[src/rtl/fifo_word_packer.sv]
// rtl/fifo_word_packer.sv - packs show-ahead byte FIFO entries into wide words with flush/timeout
//
// Read-side consumer of the byte FIFO. Entries are popped through the
// show-ahead port and packed into NBYTES-lane words, with the first popped
// entry in lane 0. A partial word is emitted on an explicit flush or after
// TIMEOUT idle cycles.
//
// Ports:
//   rclk      read-domain clock, rising edge
//   rst       synchronous active-high reset
//   rdata     FIFO head entry, valid when rempty=0
//   rempty    FIFO empty flag
//   rinc      pop request (combinational)
//   flush     emit the partial word now
//   out_data  packed word, lane 0 in the LSBs, unused lanes zero
//   out_keep  contiguous lane-valid mask starting at lane 0
//   out_valid word available (registered state, independent of out_ready)
//   out_ready downstream accepts the word while out_valid=1
module fifo_word_packer #(
  parameter int DSIZE   = 8,
  parameter int NBYTES  = 4,
  parameter int TIMEOUT = 16
) (
  input  logic                      rclk,
  input  logic                      rst,
  input  logic [DSIZE-1:0]          rdata,
  input  logic                      rempty,
  output logic                      rinc,
  input  logic                      flush,
  output logic [DSIZE*NBYTES-1:0]   out_data,
  output logic [NBYTES-1:0]         out_keep,
  output logic                      out_valid,
  input  logic                      out_ready
);

  localparam int CW = $clog2(NBYTES) + 1;
  localparam int IW = $clog2(TIMEOUT) + 1;
  localparam logic [CW-1:0] LAST_LANE = CW'(NBYTES - 1);
  localparam logic [IW-1:0] IDLE_LIM  = IW'(TIMEOUT - 1);

  typedef enum logic {
    S_FILL = 1'b0,
    S_HOLD = 1'b1
  } state_e;

  state_e                     state_q, state_d;
  logic [CW-1:0]              cnt_q, cnt_d;
  logic [IW-1:0]              idle_q, idle_d;
  logic [DSIZE*NBYTES-1:0]    data_q, data_d;
  logic [NBYTES-1:0]          keep_q, keep_d;
  logic                       pop;

  always_ff @(posedge rclk) begin
    if (rst) begin
      state_q <= S_FILL;
      cnt_q   <= '0;
      idle_q  <= '0;
      data_q  <= '0;
      keep_q  <= '0;
    end else begin
      state_q <= state_d;
      cnt_q   <= cnt_d;
      idle_q  <= idle_d;
      data_q  <= data_d;
      keep_q  <= keep_d;
    end
  end

  always_comb begin
    state_d = state_q;
    cnt_d   = cnt_q;
    idle_d  = idle_q;
    data_d  = data_q;
    keep_d  = keep_q;
    pop     = !rst && (state_q == S_FILL) && !rempty;

    if (state_q == S_FILL) begin
      if (pop) begin
        for (int i = 0; i < NBYTES; i++) begin
          if (cnt_q == CW'(i)) begin
            data_d[i*DSIZE +: DSIZE] = rdata;
            keep_d[i]                = 1'b1;
          end
        end
        cnt_d  = cnt_q + CW'(1);
        idle_d = '0;
        // A flush in a pop cycle closes the word including this entry.
        if ((cnt_q == LAST_LANE) || flush) begin
          state_d = S_HOLD;
        end
      end else if (cnt_q == '0) begin
        // Nothing buffered: no timeout to run and a flush has nothing to emit.
        idle_d = '0;
      end else if (flush || (idle_q == IDLE_LIM)) begin
        state_d = S_HOLD;
        idle_d  = '0;
      end else begin
        idle_d = idle_q + IW'(1);
      end
    end else begin
      if (out_ready) begin
        state_d = S_FILL;
        cnt_d   = '0;
        idle_d  = '0;
        // Clearing the lanes keeps unused lanes of the next partial word at zero.
        data_d  = '0;
        keep_d  = '0;
      end
    end
  end

  assign rinc      = pop;
  assign out_valid = (state_q == S_HOLD);
  assign out_data  = data_q;
  assign out_keep  = keep_q;

endmodule

[config.mk]
export PLATFORM = sky130hd
export DESIGN_NAME = fifo_word_packer
export DESIGN_NICKNAME = d
export VERILOG_FILES = /design/src/rtl/fifo_word_packer.sv
export SDC_FILE = /design/constraint.sdc
export NUM_CORES = 1
export LEC_CHECK = 0
export BUFFER_PORTS_ARGS = -buffer_cell sky130_fd_sc_hd__buf_2
export CAP_MARGIN = 0
export CORE_MARGIN = 5
export CORE_UTILIZATION = 50
export DETAILED_ROUTE_END_ITERATION = 8
export PLACE_DENSITY_LB_ADDON = 0.08
export SLEW_MARGIN = 20
export SYNTH_ARGS = -nofsm -noshare
export SYNTH_HDL_FRONTEND = slang
export SYNTH_SLANG_ARGS = --single-unit
[constraint.sdc]
create_clock -name rclk -period 1.96 [get_ports rclk]
set_input_delay 0 -clock rclk [delete_from_list [all_inputs] [get_ports rclk]]
set_output_delay 0 -clock rclk [all_outputs]
set_load 0.02 [all_outputs]
* Word-level counts from Yosys, hierarchy flattened
Index checks and enable logic that the tools add are counted. Widths: inputs -> output; s select.
Storage, ports and cells: bits in registers 45, bits of input ports 13, output and inout port bits 38
Operators by class: $add $sub $neg 2, eq/ne operators 5, muxes and demuxes 28, bitwise logic cells 1, reductions and logical operators 17
Operator list (count):
- $mux 32 | 3
- $mux 8 | 4
- $mux 5 | 5
- $mux 4 | 3
- $reduce_and 3->1 | 4
- $mux 1 | 10
- $reduce_bool 2->1 | 5
- $mux 3 | 3
- $eq 3x2->1 const B | 2
- $add 5x1->5 const B | 1
- $eq 5x4->1 const B | 1
- $add 3x1->3 const B | 1
- $eq 3x1->1 const B | 1
- $logic_not 3->1 | 1
- $logic_and 1x1->1 | 2
- $logic_not 1->1 | 2
- $logic_or 1x1->1 | 2
- $ne 2x2->1 const B | 1
- $reduce_and 2->1 | 1
- $not 1->1 | 1

* Logic depth before layout (Yosys ltp)
depth in word-level cells 6, gate-level depth with buffers 6

* Worst setup path before layout
No wires, ideal clock.
path type flip-flop to flip-flop, start point register idle_q[0], end point register idle_q[3], setup time 0.084 ns, arrival 1.417 ns, data required time 1.876 ns, setup slack 0.458 ns, cell stages (with the launch flop) 7, buffers on the path 0, period minus slack after synthesis 1.502 ns, cell sequence dfxtp_1 ha_1 and3_1 ha_1 nor3_4 nand3_1 o31ai_2
Between the ends: word-level cells in the longest chain between the ends 6
Ends and longest elaborated chain:
- from (decl) | line 48 | logic [IW-1:0] idle_q, idle_d;
- from (signal assigned) | line 63 | idle_q <= idle_d;
- parallel branches: the longest is 2 deep, another holds $add 5x1->5
- $mux 5 * | line 94 | end else if (flush || (idle_q == IDLE_LIM)) begin
- $mux 5 * | line 91 | end else if (cnt_q == '0) begin
- $mux 5 * | line 78 | if (pop) begin
- $mux 5 * | line 77 | if (state_q == S_FILL) begin
Mark *: on every way between the ends. A chain may end at the register's enable or synchronous reset.

* Worst setup path in the final report
Ends and elaborated chain as after synthesis.

==> impl_metrics.sql <==
INSERT INTO impl_metrics (metric_group, metric, value, unit) VALUES
('sta', 'final_max_slew_viols', '0', ''),
('worst_setup_path', 'critical_path_arrival', '1.96', 'ns'),
('yosys', 'yosys_reg_bits', '45', ''),
('finish', 'layout_common_cells', 'sky130_fd_sc_hd__buf_2, sky130_fd_sc_hd__dfxtp_1, sky130_fd_sc_hd__a22o_1', ''),
('sta', 'hold-worst-slack', '0.0292', 'ns'),
('finish', 'fillCellCount', '279', ''),
('placed_design', 'placedInstanceArea', '2010', 'µm²'),
('yosys', 'post_syn_area_per_cell', '11.5', 'µm²'),
('power', 'power_density', '776', 'nW/µm²'),
('worst_setup_path', 'timing.critical_path.slowest_cell_delay', '0.36', 'ns'),
('finish', 'nNetsFinal', '233', ''),
('power', 'max-vdd-ir-drop', '408', 'µV'),
('grt', 'antenna_found_initial', '0', ''),
('outcome', 'outcome', 'finished, final reports clean', ''),
('placed_design', 'post-place-ws', '0.330', 'ns'),
('sta', 'maxClockFrequency', '598', 'MHz'),
('clocking', 'cts_made_buffers', '5', ''),
('floorplanning', 'area_enclosed_by_the_die_boundary', '4830', 'µm²'),
('hold_path', 'min-delay-path-class', 'in -> reg', ''),
('yosys', 'post_synth_instance_area', '1770', 'µm²'),
('clocking', 'tritoncts', 'yes', ''),
('worst_setup_path', 'timing.critical_path.from_type', 'flop', ''),
('clocking', 'cts.htree.levels', '2', ''),
('finish', 'synthToLayoutAreaGrowth', '22.5', '%'),
('grt', 'grt_use_total', '0.185', ''),
('hold_path', 'hold_path_startpoint', 'rst', ''),
('power', 'total_power_consumption_of_the_routed_design', '1.68', 'mW'),
('floorplanning', 'die-width', '69.5', 'µm'),
('detailed_routing', 'via_count', '1458', ''),
('worst_setup_path', 'crit-reg2reg-capture', 'idle_q[3]', ''),
('yosys', 'post_synth_inst_count', '154', ''),
('hold_path', 'worstHoldEndpoint', 'idle_q[1]', ''),
('detailed_routing', 'residual_antenna_violating_net_count_after_detailed_routing', '0', ''),
('yosys', 'post_synth_cell_types', '37', ''),
('grt', 'maximum_number_of_pins_on_one_net_before_global_route_repair', '17', ''),
('finish', 'finish.cell_count_without_fillers', '259', ''),
('clocking', 'clkLatencyLatePin', '0.36', 'ns'),
('yosys', 'yosysSeqAreaShare', '0.509', ''),
('detailed_routing', 'dr.first_iter.drc_count', '77', ''),
('worst_setup_path', 'path_class', 'reg -> reg', ''),
('worst_setup_path', 'timing.critical_path.mode_cell', 'sky130_fd_sc_hd__ha_1', ''),
('worst_setup_path', 'rr_startpoint', 'idle_q[0]', ''),
('detailed_routing', 'drc', '0', ''),
('floorplanning', 'placeableCoreArea', '3390', 'µm²'),
('clocking', 'post_cts_buffers', '0', ''),
('worst_setup_path', 'crit_chain', 'ha_1, and3_1, ha_1, nor3_4, nand3_1, o31ai_2', ''),
('grt', 'number_of_global_route_vias_before_repair', '1464', ''),
('sta', 'min_period', '1.67', 'ns'),
('sta', 'setup_ws', '0.288', 'ns'),
('sta', 'hold_violation_total_from_the_final_report', '0', ''),
('yosys', 'yosys_warnings', '0', ''),
('finish', 'seq_area', '901', 'µm²'),
('grt', 'grt_first_pass_wirelength', '7190', 'µm'),
('detailed_routing', 'drt-vias-per-instance', '5.63', ''),
('clocking', 'clk_path_buf_depth', '2', ''),
('floorplanning', 'initial_utilization', '0.522', ''),
('finish', 'utilization', '0.639', ''),
('placed_design', 'placed_cells_incl_taps', '242', ''),
('finish', 'leading_cell_type_in_the_layout_fill_and_taps_excluded', 'sky130_fd_sc_hd__buf_2', ''),
('finish', 'fin_area', '2170', 'µm²'),
('finish', 'multi_input_comb_area', '781', 'µm²'),
('worst_setup_path', 'rr_worst_depth', '6', ''),
('floorplanning', 'row_count', '21', ''),
('sta', 'setup_viol', '0', ''),
('sta', 'fin_worst_skew', '0.0191', 'ns'),
('placed_design', 'dp_hpwl', '3040', 'µm'),
('worst_setup_path', 'cp_data_required_time', '2.24', 'ns'),
('clocking', 'cts-root-buf', 'sky130_fd_sc_hd__clkbuf_4', ''),
('floorplanning', 'die_y', '69.5', 'µm'),
('worst_setup_path', 'crit_path_end_kind', 'flop', ''),
('sta', 'rsz_0062_raised_after_global_routing', 'false', '');
routing by layer:
metal / GRT usage / part of all wire
met2: 0.291 / 0.46
met4: 0.0759 / 0.016
met1: 0.237 / 0.46
met5: 0 / 0
met3: 0.0536 / 0.066
logic make-up (layout without fill, tap and decap cells):
family / after synthesis / after routing / synth area share
adders and majority gates: 7 / 7 / 0.0495
and+or+nand+nor: 33 / 33 / 0.129
AOI/OAI and AO/OA: 55 / 55 / 0.258
DFF: 45 / 45 / 0.509
buffers and inverters: 13 / 72 / 0.0495
xor gates and xnor gates: 1 / 1 / 0.00495
synth_stat cells, drive strengths merged:
| cell type | instances | area, µm² |
|---|---|---|
| o2111ai | 1 | 8.76 |
| xor2 | 1 | 8.76 |
| nand2 | 5 | 18.8 |
| a22o | 32 | 280 |
| nand2b | 2 | 20.0 |
| and3 | 1 | 6.26 |
| a221o | 1 | 10.0 |
| inv | 5 | 18.8 |
| nand4 | 1 | 6.26 |
| and2 | 3 | 18.8 |
| nor2b | 4 | 25.0 |
| nor4 | 1 | 12.5 |
| dfxtp | 45 | 901 |
| or2 | 1 | 6.26 |
| buf | 7 | 65.1 |
| nor2 | 2 | 7.51 |
| a21o | 3 | 22.5 |
| nor3 | 6 | 57.6 |
| o21a | 3 | 30.0 |
| or3 | 1 | 6.26 |
| nand3b | 1 | 7.51 |
| and2b | 1 | 7.51 |
| nand4b | 2 | 17.5 |
| clkbuf | 1 | 3.75 |
| o31ai | 1 | 12.5 |
| ha | 7 | 87.6 |
| nand3 | 2 | 10.0 |
| a21oi | 12 | 82.6 |
| o21ai | 2 | 10.0 |
report_power, final:
| part | switching (mW) | internal, mW | total, mW |
|---|---|---|---|
| Sequential | 0.0291 | 0.949 | 0.978 |
| Clock | 0.289 | 0.168 | 0.457 |
| Combinational | 0.151 | 0.0957 | 0.247 |
| Total | 0.469 | 1.21 | 1.68 |
flip-flops by register name, indices dropped and copies added (netlist names):
name,cells
out_keep,4
cnt_q,3
idle_q,5
out_data,32
out_valid,1
area by class of cell:
cell class              instances  share of cell area
well taps                      46              0.0266
clock buffers                   6              0.0237
flip-flops and latches         45               0.416
inverters                       5             0.00866
clock inverters                 1             0.00346
repair buffers                 60               0.162
multi-input cells              96               0.360
worst max-delay path, delay by kind of cell, from the launching register on:
kind	cells	cell delay [ns]
DFF	1	0.36
AOI/OAI and AO/OA	1	0.22
adders and majority gates	2	0.45
and+or+nand+nor	3	0.57
worst max-delay path by stage:
stage | startpoint | to | slack, ns | cells past startpoint
after global placement | idle_q[0] | idle_q[3] | 0.40 | 6
after CTS | idle_q[0] | idle_q[3] | 0.30 | 6
final | idle_q[0] | idle_q[3] | 0.29 | 6
after detailed placement | idle_q[0] | idle_q[3] | 0.33 | 6
after floorplan | idle_q[0] | idle_q[3] | 0.46 | 6
after global routing | idle_q[0] | idle_q[0] | 0.17 | 6
what timing repair did:
action	in CTS	in global routing
hold buffers	9	1
resized for setup	0	0
endpoints found under the hold margin	36	1
(Power assumes the default switching activity.)
